File: config.mk
export PLATFORM = sky130hd
export DESIGN_NAME = t08_imem_responder
export DESIGN_NICKNAME = d
export VERILOG_FILES = /design/src/rtl/t08_imem_responder.sv
export SDC_FILE = /design/constraint.sdc
export NUM_CORES = 1
export LEC_CHECK = 0
export ABC_AREA = 1
export BUFFER_PORTS_ARGS = -buffer_cell sky130_fd_sc_hd__buf_2
export CORE_MARGIN = 5
export CORE_UTILIZATION = 45
export DETAILED_ROUTE_END_ITERATION = 6
export PLACE_DENSITY = 0.76
export SYNTH_ARGS = -nofsm -noshare
export SYNTH_HDL_FRONTEND = slang
export SYNTH_SLANG_ARGS = --single-unit
File: constraint.sdc
create_clock -name clk -period 3.2 [get_ports clk]
set_clock_uncertainty 0.2 [all_clocks]
set_input_delay 0.16 -clock clk [delete_from_list [all_inputs] [get_ports clk]]
set_output_delay 0.16 -clock clk [all_outputs]
set_load 0.01 [all_outputs]
File: src/rtl/t08_imem_responder.sv
// Instruction-fetch responder: turns fetch requests into single bus reads, stalls fetch while busy.
// Optional one-entry last-hit buffer is enabled with `define T08_IMEM_LASTHIT_EN.
module t08_imem_responder #(
  parameter int          TIMEOUT_CYCLES = 16,
  parameter logic [31:0] NOP_INSTR      = 32'h00000013
) (
  input  logic        clk,
  input  logic        nrst,
  input  logic        fetch_req,
  input  logic [31:0] pc_in,
  input  logic        flush,
  output logic [31:0] instruction,
  output logic        instr_valid,
  output logic        instr_fault,
  output logic        freeze,
  output logic        mem_read,
  output logic [31:0] mem_addr,
  input  logic        mem_ack,
  input  logic [31:0] mem_rdata
);

  localparam int CW = $clog2(TIMEOUT_CYCLES) + 1;
  localparam logic [CW-1:0] COUNT_LAST = CW'(TIMEOUT_CYCLES - 1);

  typedef enum logic [1:0] {IDLE, REQ, WAIT} state_t;

  state_t        state;
  logic [CW-1:0] count;
  logic          drop;
  logic          lh_hit;

`ifdef T08_IMEM_LASTHIT_EN
  logic        lh_valid;
  logic [31:0] lh_addr;
  logic [31:0] lh_data;
  assign lh_hit = lh_valid && (pc_in == lh_addr);
`else
  assign lh_hit = 1'b0;
`endif

  assign freeze = (state != IDLE) | ((state == IDLE) & fetch_req);

  always_ff @(posedge clk or negedge nrst) begin
    if (!nrst) begin
      state       <= IDLE;
      count       <= '0;
      drop        <= 1'b0;
      instruction <= NOP_INSTR;
      instr_valid <= 1'b0;
      instr_fault <= 1'b0;
      mem_read    <= 1'b0;
      mem_addr    <= '0;
`ifdef T08_IMEM_LASTHIT_EN
      lh_valid    <= 1'b0;
      lh_addr     <= '0;
      lh_data     <= '0;
`endif
    end else begin
      instr_valid <= 1'b0;
      instr_fault <= 1'b0;
      mem_read    <= 1'b0;
      case (state)
        IDLE: begin
          drop <= 1'b0;
          if (fetch_req) begin
            if (pc_in[1:0] != 2'b00) begin
              instr_fault <= 1'b1;
              instruction <= NOP_INSTR;
`ifdef T08_IMEM_LASTHIT_EN
              lh_valid    <= 1'b0;
`endif
            end else if (lh_hit) begin
`ifdef T08_IMEM_LASTHIT_EN
              instruction <= lh_data;
`endif
              instr_valid <= 1'b1;
            end else begin
              // mem_read is raised here so it is high for exactly the REQ cycle
              mem_addr <= pc_in;
              mem_read <= 1'b1;
              state    <= REQ;
            end
          end
        end
        REQ: begin
          count <= '0;
          state <= WAIT;
          if (flush) drop <= 1'b1;
        end
        WAIT: begin
          if (mem_ack) begin
            state <= IDLE;
            if (!(drop || flush)) begin
              instruction <= mem_rdata;
              instr_valid <= 1'b1;
`ifdef T08_IMEM_LASTHIT_EN
              lh_valid    <= 1'b1;
              lh_addr     <= mem_addr;
              lh_data     <= mem_rdata;
`endif
            end
          end else if (count == COUNT_LAST) begin
            state <= IDLE;
            if (!(drop || flush)) begin
              instruction <= NOP_INSTR;
              instr_fault <= 1'b1;
`ifdef T08_IMEM_LASTHIT_EN
              lh_valid    <= 1'b0;
`endif
            end
          end else begin
            count <= count + 1'b1;
            if (flush) drop <= 1'b1;
          end
        end
        default: state <= IDLE;
      endcase
    end
  end

endmodule

==> flow_summary.yaml, run 1 <==
status:
  status: "completed"
clock_network:
  cts.sinks: 75
  cts_tree: "done"
  htree_levels: 3
  clk_pin_slew_ps: 70
  cts_buffer_depth: 2
  cts_root_buffer: "clkbuf_8"
  cts-buffers-inserted: 9
  clk_latency_ps: 330
setup_path:
  r2r_start: "state[0]"
  cp_slowest_cell: "nand2_2"
  cpPeakStageDelay_ps: 430
  critPathCaptureType: "flip-flop"
  cp_data_arrival_time_ps: 2340
  critPathLaunchType: "flip-flop"
  crit_chain: "inv_1, ha_1, nand2_1, o21ai_2, buf_4, nand2_2, nand2_1, nand2_1"
  rrSetupSlack_ps: 870
  worstPathMaxFanout: 33
  cp.required_ps: 3220
  cp-endpoint: "instruction[21]"
  r2r_cells: 8
  worstSetupPathType: "reg2reg"
  crit_path_frequent_cell: "nand2_1"
  r2r_end: "instruction[21]"
  startpoint: "state[0]"
placed_design:
  gp_congestion: 0.795
  dp_slack_ps: 900
  io_buffers: 136
  postPlaceCellArea_sq_um: 4040
  dp_hpwl_um: 5620
die:
  die_w_um: 95.8
  dieArea_sq_um: 9170
  rows: 31
  coreArea_sq_um: 7210
  die_y_um: 95.8
  start_util_pct: 45.9
  io-pin-count: 137
drt:
  routed_wl_um: 9470
  viasPerCell: 4.73
  drtIter0Drc: 130
  route.detailed.drc: 0
  firstDrtPassIters: 4
  wl_per_cell_um: 13.3
  vias: 3358
  drtAntennaViolNets: 0
timing:
  setup_violations: 0
  finalHoldViolations: 0
  setup_ws_ps: 875
  fmax_mhz: 430
  tns_ps: 0
  rsz0062_at_grt: "no"
  final.period_utilization_pct: 72.7
  hold_ws_ps: 22.5
  drv_slew: 0
  fin_crit_ps: 2330
  slew_headroom_pct: 38.3
  worst_slew_pin_slew_ps: 926
job:
  drv_cap: 0
layout:
  diodes: 0
  multi_input_area_sq_um: 1150
  mostFrequentLayoutCells: "171 x nand2_1, 135 x buf_2, 72 x dfrtp_1, 66 x dlygate4sd3_1, 43 x inv_1"
  regArea_sq_um: 1880
  fin_nets: 681
  fillers: 551
  layout_commonest_cell: "nand2_1"
  syn_to_final_growth_pct: 48.4
  final_util_pct: 68.1
  drive_gt1_share_pct: 27.3
  fin_area_sq_um: 4910
logic_synthesis:
  synth_top_family_by_area: "simple AND/OR/NAND/NOR gates"
  yosys.area_share.xor_xnor_pct: 0
  yosys.area_share.simple_pct: 30.5
  synth_top_area_share_pct: 54.4
  syn_area_sq_um: 3310
  yosysSeqAreaShare_pct: 56.8
  synth_fa_ha_area_share_pct: 2.27
  muxShareOfSynthArea_pct: 0
  syn_area_per_cell_sq_um: 8.13
  synth.net_count: 482
  synth_compound_area_share_pct: 2.12
  ys_seq_elements: 75
  yosys_warnings: 0
  synth_cells: 407
  yosys.area.top_type: "dfrtp_1"
  synth_cell_types: 21
  ys_top_cells_by_area: "dfrtp_1 54%, nand2_1 19%, nand3_1 5.4%"
power:
  powerDensity_nw_per_um2: 705
  p_leak_uw: 0.00291
  ir_worst_vdd_uv: 456
global_route:
  grt_remaining_overflow: 0
  grt_pass1_vias: 3360
  grt_usage_pct: 21.5
  grt_max_degree: 76
  antenna_found_initial: 0
  grt_pass1_wl_um: 15200
worst_hold_path:
  worstHoldPathType: "in2reg"
power breakdown:
group	internal (uW)	switching, uW	total [uW]
sequential	1270	190	1460
clock	422	325	747
combinational	494	766	1260
total	2180	1280	3460
flip-flops by register name, indices dropped and copies added (netlist names):
| name | count |
|---|---|
| drop | 1 |
| instr_valid | 1 |
| mem_addr | 32 |
| count | 5 |
| instruction | 32 |
| instr_fault | 1 |
| state | 2 |
| mem_read | 1 |
per-stage QoR:
stage               total power [uW]  std cells
detailed placement              2630        628
CTS                             3470        710
global placement                2590        628
global route                    3730        710
finish                          3460        710
floorplan                       2170        407
logic make-up (layout without fill, tap and decap cells):
| family | after synthesis | after routing |
|---|---|---|
| fa+ha+maj | 6 | 6 |
| compound gates | 12 | 12 |
| flops | 75 | 75 |
| simple gates | 252 | 252 |
| buf+inv | 62 | 266 |
Yosys cell counts:
| cell type | count |
|---|---|
| buf_4 | 3 |
| dfrtp_1 | 72 |
| or2_2 | 4 |
| buf_1 | 1 |
| o21ai_2 | 2 |
| nand3b_1 | 1 |
| a21oi_1 | 2 |
| clkbuf_1 | 4 |
| nor3_1 | 1 |
| nor2_1 | 38 |
| inv_1 | 43 |
| o21ai_0 | 6 |
| inv_2 | 1 |
| nand2_2 | 1 |
| o22ai_1 | 2 |
| ha_1 | 6 |
| dfstp_2 | 3 |
| buf_6 | 3 |
| buf_2 | 7 |
| nand2_1 | 171 |
| nand3_1 | 36 |
layout make-up:
class | instances | share of cell area (%)
multi-input cells | 270 | 23.5
inverters | 44 | 3.36
clock inverters | 4 | 0.968
repair buffers | 206 | 28.0
clock buffers | 12 | 3.36
well taps | 99 | 2.52
flip-flops and latches | 75 | 38.3
critical path: cells and delay by family, from the launching register on:
kind | cells | cell delay (ps)
AOI/OAI and AO/OA | 1 | 140
adders and majority gates | 1 | 220
and+or+nand+nor | 4 | 800
DFF | 1 | 410
buffers and inverters | 2 | 420
worst min-delay path by stage:
stage	startpoint	endpoint	slack, ps	cells after the start
final	pc_in[0]	state[1]	20	4
after global routing	pc_in[0]	state[1]	40	4
after CTS	pc_in[0]	state[1]	10	4
after detailed placement	nrst	instruction[27]	160	1
after global placement	nrst	instruction[25]	150	1
after floorplan	nrst	count[0]	-340	0
timing repair:
| action | in CTS | in global routing |
|---|---|---|
| hold buffers | 66 | 0 |
| setup endpoints to repair | 0 | 0 |
| gates resized for setup | 0 | 0 |
| setup buffers | 0 | 0 |
| endpoints found under the hold margin | 136 | 0 |
routing by layer:
| layer | GRT usage [%] | wire (um) | vias up | part of all wire, % |
|---|---|---|---|---|
| li1 | - | - | 1626 | - |
| met5 | 0 | 0 | - | 0 |
| met1 | 25.9 | 3830 | 1537 | 40 |
| met4 | 9.95 | 233 | 0 | 2.5 |
| met2 | 34.7 | 4490 | 169 | 47 |
| met3 | 7.27 | 914 | 26 | 9.6 |
Power figures use the tool's default switching activity.
==> run 2: changes to the inputs <==
CORE_UTILIZATION = 43   (was 45)
clock period = 1.89 ns   (was 3.2 ns; I/O delays follow)
==> run 2 against run 1 <==
Compared with the run above: the flow now finishes with violations (setup timing); via count grew 1.4%; global-route usage fell by 1.1 points; count of clock-buffer cells in the layout unchanged; cell count increased by 2.7%; hold slack better by 36 ps; die area increased by 4.2%; sequential power increased by 68%; first-iteration DRC count down 10%; critical endpoint is now instruction[17].
==> flow_summary.yaml, run 2 (synthesis results as in run 1) <==
setup_path:
  critPathLaunchType: "flip-flop"
  cp.required_ps: 1900
  r2r_cells: 10
  cp_data_arrival_time_ps: 1930
  worstPathMaxFanout: 8
  cpPeakStageDelay_ps: 370
  worstSetupPathType: "reg2reg"
  cp_slowest_cell: "dfrtp_1"
  worst-path-stages: 10
  r2r_start: "count[1]"
  startpoint: "count[1]"
  crit_chain: "ha_2, nand2_2, nor2_2, ha_2, nor2_2, o21ai_4, nand2_4, clkbuf_16, nand2_1, nand2_1"
  path_buf_inv: 1
  crit_family: "simple AND/OR/NAND/NOR gates"
  critPathCaptureType: "flip-flop"
drt:
  wl_per_cell_um: 13.6
  route.detailed.drc: 0
  routed_wl_um: 9900
  vias: 3405
  drtAntennaViolNets: 0
  drtIter0Drc: 117
  viasPerCell: 4.67
  firstDrtPassIters: 5
clock_network:
  cts_tree: "done"
  htree_levels: 3
  clk_pin_slew_ps: 80
  cts_root_buffer: "clkbuf_8"
  cts-buffers-inserted: 9
  cts_buffer_depth: 2
  clk_latency_ps: 320
  cts.sinks: 75
layout:
  final_util_pct: 68.4
  mostFrequentLayoutCells: "160 x nand2_1, 135 x buf_2, 72 x dfrtp_1, 68 x dlygate4sd3_1, 43 x inv_1"
  drive_gt1_share_pct: 30.9
  layout_commonest_cell: "nand2_1"
  top_regs: "instruction: 32 flops, mem_addr: 32 flops, count: 5 flops"
  fin_area_sq_um: 5200
  diodes: 0
  fin_nets: 697
  fillers: 583
  syn_to_final_growth_pct: 57.2
global_route:
  grt_usage_pct: 20.4
  grt_remaining_overflow: 0
  antenna_found_initial: 0
  grt_pass1_wl_um: 16200
  grt_pass1_vias: 3420
  grt_max_degree: 36
die:
  dieArea_sq_um: 9550
  die_y_um: 97.7
  io-pin-count: 137
  die_w_um: 97.7
  rows: 32
  start_util_pct: 43.5
  coreArea_sq_um: 7610
timing:
  worst_slew_pin_slew_ps: 416
  rsz0062_at_grt: "yes"
  slew_headroom_pct: 72.3
  finalHoldViolations: 0
  fmax_mhz: 523
  setup_ws_ps: -21.6
  final.period_utilization_pct: 101
  fin_crit_ps: 1910
  setup_violations: 6
  tns_ps: -65.4
  drv_slew: 0
status:
  status: "finished with violations"
  violations: "setup timing"
worst_hold_path:
  worstHoldPathType: "in2async"
power:
  ir_worst_vdd_uv: 724
  p_leak_uw: 0.00303
  powerDensity_nw_per_um2: 1220
  totalPowerFinal_uw: 6340
placed_design:
  gp_congestion: 0.809
  dp_hpwl_um: 5950
  io_buffers: 136
  postPlaceCellArea_sq_um: 4150
job:
  drv_cap: 0
-- run 2: path summary, 6_finish.rpt --
| check | slack [ps] | endpoint |
|---|---|---|
| max | -20 | instruction[17] |
| min | 60 | instruction[15] |
| max reg2reg | -20 | instruction[17] |
| min reg2reg | 270 | instruction[26] |
| max in group asynchronous | 860 | instruction[4] |
| min in group clk | 270 | instruction[26] |
-- run 2: metrics by stage --
| step | instances | setup WS (ps) | hold WS [ps] |
|---|---|---|---|
| 2_1_floorplan | 407 | 126 | -401 |
| 3_3_place_gp | 640 | 40.3 | -146 |
| 3_5_place_dp | 640 | -35.6 | -142 |
| 4_1_cts | 724 | 8.11 | 36.6 |
| 5_1_grt | 729 | -119 | 93.4 |
| 6_report | 729 | -21.6 | 58.8 |
-- run 2: what timing repair did --
action / in CTS / in global routing
pin swaps: 0 / 6
endpoints found under the hold margin: 141 / 0
setup buffers: 0 / 2
gates resized for setup: 1 / 23
gates cloned: 0 / 3
hold buffers: 68 / 0
setup endpoints to repair: 32 / 39
-- run 2: worst register-to-register path, cell delays in order (launching register included) --
cell and delay, ps:
dfrtp_1 370, ha_2 200, nand2_2 60, nor2_2 110
ha_2 190, nor2_2 60, o21ai_4 200, nand2_4 130
clkbuf_16 190, nand2_1 60, nand2_1 60
-- run 2: where the power goes --
| part | switching, uW | leakage [uW] | internal, uW | total [uW] |
|---|---|---|---|---|
| clock network | 556 | 0.000111 | 782 | 1340 |
| logic | 1430 | 0.00194 | 1110 | 2540 |
| registers | 315 | 0.000982 | 2140 | 2460 |
| total | 2300 | 0.00303 | 4030 | 6340 |
-- run 2: final cells by class --
class / instances / area [sq um] / area share, %
sequential: 75 / 1880 / 36.1
multi-input combinational: 270 / 1210 / 23.3
clock buffer: 12 / 145 / 2.79
inverter: 44 / 165 / 3.17
tap: 102 / 128 / 2.45
timing repair buffer: 222 / 1600 / 30.8
clock inverter: 4 / 73.8 / 1.42
-- run 2: layer usage --
layer / vias up / GRT usage, % / share of wire (%) / routed length [um]
met2: 136 / 33.7 / 49 / 4810
met4: 0 / 6.60 / 1.2 / 123
met3: 14 / 5.93 / 7.7 / 761
li1: 1658 / - / - / -
met1: 1597 / 25.8 / 42 / 4210
met5: - / 0 / 0 / 0
==> run 3: changes to the inputs <==
==> constraint.sdc (replaced) <==
create_clock -name clk -period 1.89 [get_ports clk]
set_clock_uncertainty 0.2 [all_clocks]
set_input_delay 0.4725 -clock clk [delete_from_list [all_inputs] [get_ports clk]]
set_output_delay 0.4725 -clock clk [all_outputs]
set_load 0.01 [all_outputs]
==> run 3 against run 2 <==
Compared with the run above: the run still ends with setup timing left; global-route usage decreased by 2.7 points; via count decreased by 9.3%; power decreased by 0.25%; highest routed layer unchanged; critical endpoint is now instruction[2]; sequential cell count unchanged; non-clock buffer count decreased by 65; sequential power about the same; combinational power decreased by 3%; count of clock-buffer cells in the layout unchanged; fmax increased by 0.13%; die area unchanged.
==> flow_summary.yaml, run 3 (synthesis results as in run 1) <==
status:
  status: "finished with violations"
  violations: "setup timing"
worst_hold_path:
  hp-start: "pc_in[11]"
  worstHoldPathType: "in2reg"
setup_path:
  cp_data_arrival_time_ps: 1930
  r2r_cells: 10
  startpoint: "count[1]"
  worst-path-stages: 10
  cp-endpoint: "instruction[2]"
  r2r_end: "instruction[2]"
  cp_slowest_cell: "dfrtp_1"
  worstSetupPathType: "reg2reg"
  worstPathMaxFanout: 8
  crit_family: "simple AND/OR/NAND/NOR gates"
  cp.required_ps: 1920
  path_buf_inv: 1
  r2r_start: "count[1]"
  critPathCaptureType: "flip-flop"
  crit_chain: "ha_2, nand2_2, nor2_2, ha_2, nor2_4, o21ai_4, nand2_4, clkbuf_16, nand2_1, nand2_1"
  cpPeakStageDelay_ps: 370
  rrSetupSlack_ps: -20
  critPathLaunchType: "flip-flop"
layout:
  syn_to_final_growth_pct: 39.1
  final_util_pct: 60.5
  layout_commonest_cell: "nand2_1"
  diodes: 0
  top_regs: "instruction: 32 flops, mem_addr: 32 flops, count: 5 flops"
  mostFrequentLayoutCells: "145 x nand2_1, 134 x buf_2, 72 x dfrtp_1, 41 x inv_1"
  fillers: 665
  drive_gt1_share_pct: 38.3
  instances_no_fill: 664
  fin_nets: 632
placed_design:
  io_buffers: 136
  dp.cells: 641
  gp_congestion: 0.795
  dp_hpwl_um: 5860
drt:
  viasPerCell: 4.65
  firstDrtPassIters: 5
  routed_wl_um: 8650
  route.detailed.drc: 0
  vias: 3089
  drtAntennaViolNets: 0
  drtIter0Drc: 112
  wl_per_cell_um: 13.0
global_route:
  grt_pass1_vias: 3070
  grt_pass1_wl_um: 13900
  grt_remaining_overflow: 0
  grt_usage_pct: 17.6
  grt_max_degree: 41
  antenna_found_initial: 0
timing:
  rsz0062_at_grt: "yes"
  tns_ps: -99.0
  slew_headroom_pct: 74.5
  final.period_utilization_pct: 101
  fin_crit_ps: 1910
  finalHoldViolations: 0
  worst_slew_pin_slew_ps: 381
  drv_slew: 0
  setup_violations: 11
  fmax_mhz: 524
  setup_ws_ps: -19.1
clock_network:
  clk_latency_ps: 340
  cts_root_buffer: "clkbuf_8"
  cts_buffer_depth: 2
  htree_levels: 3
  cts_tree: "done"
  cts-buffers-inserted: 9
  clk_pin_slew_ps: 80
  cts.sinks: 75
die:
  io-pin-count: 137
  start_util_pct: 43.5
  die_y_um: 97.7
  rows: 32
  coreArea_sq_um: 7610
  dieArea_sq_um: 9550
  die_w_um: 97.7
power:
  p_leak_uw: 0.00278
  powerDensity_nw_per_um2: 1370
  ir_worst_vdd_uv: 783
job:
  drv_cap: 0
-- run 3: metrics by stage --
stage	cell area, sq um	hold slack (ps)	setup slack, ps	total power [uW]
6_report	4600	121	-19.1	6320
5_1_grt	4600	112	-94.8	6770
4_1_cts	4420	100	-32.4	6050
3_5_place_dp	4150	199	-13.0	4580
3_3_place_gp	4150	193	65.1	4520
2_1_floorplan	3310	-23.1	126	3680
-- run 3: area by class of cell --
class | instances | area [sq um] | share of cell area, %
Timing Repair Buffer | 157 | 930 | 20.2
Sequential cell | 75 | 1880 | 40.8
Inverter | 44 | 165 | 3.59
Clock buffer | 12 | 155 | 3.37
Clock inverter | 4 | 72.6 | 1.58
Tap cell | 102 | 128 | 2.77
Multi-Input combinational cell | 270 | 1270 | 27.7
-- run 3: worst min-delay path: cells and delay by family --
family / cells / cell delay (ps)
buf+inv: 1 / 80
simple gates: 2 / 80
-- run 3: worst min-delay path by stage --
stage                                  to  cells past startpoint
after floorplan                  count[0]                      0
after global placement    instruction[27]                      1
after detailed placement  instruction[27]                      1
after CTS                    mem_addr[30]                      3
after global routing         mem_addr[10]                      3
final                        mem_addr[11]                      3
-- run 3: power by group --
group	switching [uW]	total, uW	leakage (uW)	internal (uW)
registers	314	2460	0.000982	2140
clock network	573	1390	0.000113	814
logic	1430	2470	0.00168	1050
total	2310	6320	0.00278	4010
-- run 3: metal layers --
| metal | routed length, um | vias up | track usage (%) |
|---|---|---|---|
| met5 | 0 | - | 0 |
| met4 | 79 | 0 | 6.39 |
| met3 | 750 | 9 | 6.36 |
| met2 | 4180 | 121 | 28.9 |
| met1 | 3650 | 1433 | 21.4 |
| li1 | - | 1526 | - |
-- run 3: what timing repair did --
action	4_1_cts	5_1_grt
hold buffers	1	0
resized for setup	6	36
pin swaps	0	8
endpoints found under the setup margin	27	38
gates cloned	0	3
setup buffers	1	2
hold endpoints to repair	19	0
